--- src/rtl/spi_pkg.sv ---
// spi_pkg: shared state encoding, word width and transaction bit-count helper for the SPI master
package spi_pkg;
  typedef enum logic [2:0] {IDLE, SETUP, LOW, HIGH, HOLD, DONE} spi_state_t;
  localparam int MAX_BITS = 32;
  function automatic logic [5:0] nbits(input logic [1:0] n);
    return {1'b0, n, 3'b000} + 6'd8;
  endfunction
endpackage

--- src/rtl/module_spi_tick.sv ---
// module_spi_tick: phase timer (clk_i, rst_n_i, clr_i holds it at zero, tick_o pulses on the DIV-th cycle of a phase)
module module_spi_tick #(
  parameter int DIV = 5
) (
  input  logic clk_i,
  input  logic rst_n_i,
  input  logic clr_i,
  output logic tick_o
);
  logic [7:0] cnt;
  assign tick_o = cnt == 8'(DIV - 1);
  always_ff @(posedge clk_i or negedge rst_n_i)
    if (!rst_n_i) cnt <= '0;
    else cnt <= (clr_i || tick_o) ? '0 : cnt + 8'd1;
endmodule

--- src/rtl/module_spi_master.sv ---
// module_spi_master: mode-0 SPI master, 1-4 bytes per start_i/n_bytes_i/tx_data_i; sclk_o/mosi_o/cs_n_o/miso_i bus; busy_o, wr_en_o strobe with rx_data_o
module module_spi_master
  import spi_pkg::*;
#(
  parameter int DIV       = 5,
  parameter int MAX_BYTES = 4
) (
  input  logic                clk_i,
  input  logic                rst_n_i,
  input  logic                start_i,
  input  logic [1:0]          n_bytes_i,
  input  logic [MAX_BITS-1:0] tx_data_i,
  input  logic                miso_i,
  output logic                sclk_o,
  output logic                mosi_o,
  output logic                cs_n_o,
  output logic                busy_o,
  output logic                wr_en_o,
  output logic [MAX_BITS-1:0] rx_data_o
);
  localparam int W = 8 * MAX_BYTES;
  spi_state_t state_q, state_d;
  logic [4:0] bit_q, bit_d;
  logic [W-1:0] tx_q, tx_d, rx_sr_q, rx_sr_d;
  logic [MAX_BITS-1:0] rx_data_d;
  logic sclk_d, mosi_d, cs_n_d, tick;
  module_spi_tick #(.DIV(DIV)) u_tick (
    .clk_i  (clk_i),
    .rst_n_i(rst_n_i),
    .clr_i  (state_q == IDLE),
    .tick_o (tick)
  );
  assign busy_o  = state_q != IDLE;
  assign wr_en_o = state_q == DONE;
  always_comb begin
    state_d   = state_q;
    bit_d     = bit_q;
    tx_d      = tx_q;
    rx_sr_d   = rx_sr_q;
    rx_data_d = rx_data_o;
    sclk_d    = sclk_o;
    mosi_d    = mosi_o;
    cs_n_d    = cs_n_o;
    case (state_q)
      IDLE: if (start_i) begin
        state_d = SETUP;
        tx_d    = tx_data_i;
        bit_d   = 5'(nbits(n_bytes_i) - 6'd1);
        mosi_d  = tx_data_i[bit_d];
        cs_n_d  = 1'b0;
        rx_sr_d = '0;
      end
      SETUP: if (tick) state_d = LOW;
      LOW: if (tick) begin
        state_d = HIGH;
        sclk_d  = 1'b1;
        rx_sr_d = {rx_sr_q[W-2:0], miso_i};
      end
      HIGH: if (tick) begin
        sclk_d  = 1'b0;
        state_d = (bit_q == 5'd0) ? HOLD : LOW;
        bit_d   = (bit_q == 5'd0) ? bit_q : bit_q - 5'd1;
        mosi_d  = (bit_q == 5'd0) ? mosi_o : tx_q[bit_q - 5'd1];
      end
      HOLD: if (tick) begin
        state_d   = DONE;
        cs_n_d    = 1'b1;
        rx_data_d = rx_sr_q;
      end
      DONE: begin
        state_d = IDLE;
        mosi_d  = 1'b0;
      end
      default: state_d = IDLE;
    endcase
  end
  always_ff @(posedge clk_i or negedge rst_n_i)
    if (!rst_n_i) begin
      state_q   <= IDLE;
      bit_q     <= '0;
      tx_q      <= '0;
      rx_sr_q   <= '0;
      rx_data_o <= '0;
      sclk_o    <= 1'b0;
      mosi_o    <= 1'b0;
      cs_n_o    <= 1'b1;
    end else begin
      state_q   <= state_d;
      bit_q     <= bit_d;
      tx_q      <= tx_d;
      rx_sr_q   <= rx_sr_d;
      rx_data_o <= rx_data_d;
      sclk_o    <= sclk_d;
      mosi_o    <= mosi_d;
      cs_n_o    <= cs_n_d;
    end
endmodule

--- config.mk ---
export PLATFORM = sky130hd
export DESIGN_NAME = module_spi_master
export DESIGN_NICKNAME = d
export VERILOG_FILES = /design/src/rtl/spi_pkg.sv /design/src/rtl/module_spi_tick.sv /design/src/rtl/module_spi_master.sv
export SDC_FILE = /design/constraint.sdc
export NUM_CORES = 1
export LEC_CHECK = 0
export CORE_UTILIZATION = 53
export DETAILED_ROUTE_END_ITERATION = 6
export PLACE_DENSITY = 0.77
export SLEW_MARGIN = 20
export SYNTH_ARGS = -nofsm -noshare
export SYNTH_HDL_FRONTEND = slang
export SYNTH_SLANG_ARGS = --single-unit
--- constraint.sdc ---
create_clock -name clk_i -period 2.8 [get_ports clk_i]
set_clock_uncertainty 0.15 [all_clocks]
set_input_delay 0.56 -clock clk_i [delete_from_list [all_inputs] [get_ports clk_i]]
set_output_delay 0.56 -clock clk_i [all_outputs]
set_load 0.03 [all_outputs]
==> qor.txt <==
Initial antenna violation count: 0
IO Pins: 75
Critical path required time: 2090 ps
RSZ-0062 raised after global routing: no
CTS Root Cell: clkbuf_8
Fill count: 583
GRT overflow: 0
Met2 usage: 0.3651
Final hold violations: 0
Global-route met1 utilization: 0.2959
Final Cycle Share: 0.9640
Asr flop ratio synth: 1.000
Num CTS Buffers: 17
IO buf count: 74
Die Span Y: 97.11 um
Drt drc: 0
Pwr Total: 5.690 mW
Total of max-cap violations: 0
Global-route wire length before repair: 16.72 mm
CTS tree: yes
Vias in the first global route: 3275
Gr busiest metal: met2
Antenna cells: 0
Minimum clock period: 2699 ps
Drt first pass iters: 5
Chip Width: 97.11 um
Leakage power: 2.852 nW
CP max FO: 9
Outcome: complete, no violations
Min-delay worst type: register to register
Syn_area_per_cell: 14.23 sq um
Setup bufs post-CTS: 0
Crit. End Element: output port
Clock slew at reported path FFs: 60 ps
Final wirelength: 9.663 mm
Via density: 5.646
Post-DP HPWL: 6.337 mm
Share of layout cells above drive strength 1: 0.2761
Post-Syn Area: 4795 sq um
CP Launch Type: register
RePlAce Congestion: 0.7433
Syn Nets: 378
Largest cells by area after synthesis: dfrtp_1 59%, mux2_2 15%, a22o_1 5.8%
Synth top cells by count: 114 x dfrtp_1, 64 x mux2_2, 32 x a22o_1
# H-tree levels: 4
Syn Inst Count: 337
Total GRT Usage: 0.2310
Final Setup Violations: 0
Relative slew slack: 0.5768
Worst VDD drop: 0.0004487 V
Ys flop type: dfrtp_1
Starting Density: 0.5498
P per Cell Area: 913.7 nW/um^2
DRT antenna net count: 0
Skew-Pair Late Insertion Delay: 510 ps
Crit path arrival time: 1990 ps
Post-synth EDFFs: 0
CTS Sinks: 115
Core area: 8721 sq um
Die area: 9430 sq um
P&R area growth vs syn: 29.88%
Post-DR wirelength/cell: 17.93 um
Net count, final: 459
Largest net degree at the start of global routing: 48
Crit Path Class: register to output port
DP Cell Count: 506
Clock Path Buffers: 2
Syn. warnings: 0
Total negative slack: 0 ps
Vias after detailed routing: 3043
Met3 track demand over resource: 0.07626
Post-synth top area cell: dfrtp_1
Worst slew pin tran: 634.8 ps
Flops & latches, synth: 115
Layout Cells excl Fill: 539
Share of the synthesized area in the top cell type: 0.5950
Initial drt markers: 149
Most frequent cell after synthesis: dfrtp_1
Seq/Total Area, Yosys: 0.6005
Max Slew Vio Count: 0
Post-synthesis cell type count: 35
Fmax: 370.5 MHz
Row count: 34
[final timing paths]
| kind | cells after the start | from | endpoint | slack (ps) |
|---|---|---|---|---|
| max | 2 | state_q[1] | wr_en_o | 100 |
| min | 2 | cs_n_o | cs_n_o | 330 |
| max reg2reg | 6 | u_tick.cnt[5] | rx_sr_q[1] | 450 |
| min reg2reg | 2 | cs_n_o | cs_n_o | 330 |
| max in group asynchronous | 3 | rst_n_i | rx_sr_q[4] | 1450 |
| min in group asynchronous | 2 | rst_n_i | rx_data_o[11] | 410 |
[sequential cells by signal, summed over array words and instances (netlist names)]
| name | cells |
|---|---|
| cs_n_o | 1 |
| u_tick.cnt | 8 |
| bit_q | 5 |
| rx_sr_q | 32 |
| rx_data_o | 32 |
| mosi_o | 1 |
| state_q | 3 |
| tx_q | 32 |
| sclk_o | 1 |
[area by class of cell]
type	count	area (sq um)	share of cell area
sequential	115	2879	0.4623
multi-input combinational	192	1760	0.2827
timing repair buffer	84	830.8	0.1334
clock buffer	18	427.9	0.06872
clock inverter	14	163.9	0.02632
tap	108	135.1	0.02170
inverter	8	30.03	0.004822
[what timing repair did]
item                                    in CTS  in global routing
hold endpoints to repair                    34                  0
endpoints found under the setup margin       0                  1
hold buffers                                 1                  0
gates resized for setup                      0                  1
[routing by layer]
metal / share of wire / vias to the layer above
li1: - / 1386
met1: 0.43 / 1560
met2: 0.51 / 87
met3: 0.042 / 10
met4: 0.013 / 0
met5: 0 / -
[critical path, cell delays in order, from the launching register on]
cell	delay (ps)
dfrtp_1	470
and3b_1	320
clkdlybuf4s50_1	690
[power breakdown]
part	total [mW]	switching [mW]	internal (mW)
clock	2.14	0.827	1.32
sequential	2.26	0.254	2.01
combinational	1.29	0.585	0.700
[cell families (layout without fill, tap and decap cells)]
| logic type | Yosys count | in the layout | synth area share |
|---|---|---|---|
| flops | 115 | 115 | 0.6005 |
| mux | 78 | 78 | 0.2056 |
| simple gates | 53 | 53 | 0.05690 |
| compound gates | 48 | 48 | 0.07803 |
| buf+inv | 30 | 124 | 0.03288 |
| xor+xnor | 10 | 10 | 0.01827 |
| fa+ha+maj | 3 | 3 | 0.007830 |
[cell usage in the layout, fill, tap and decap left out, drive strengths merged, types with 2 or more instances in the layout]
cell,n
a22o,32
and3,2
mux2i,4
nand3b,5
xnor2,4
nand2,7
inv,17
clkbuf,18
a21oi,3
nor4,3
bufinv,2
mux2,64
buf,10
clkdlybuf4s50,72
dfrtp,114
nor2,18
ha,3
nand3,6
o21ai,8
clkinv,2
xor2,6
mux4,10
nor3,4
[per-stage QoR]
step                cell area (sq um)  setup slack [ps]    util  hold slack (ps)
global placement                 5623             551.0  0.6448            316.8
finish                           6227             100.9  0.7141            335.0
floorplan                        4795             295.9       -            114.4
global route                     6227             11.70  0.7141            359.9
detailed placement               5623             498.1  0.6448            327.9
CTS                              6225             41.52  0.7138            342.2
No activity file was read; power rests on OpenSTA's default activity.
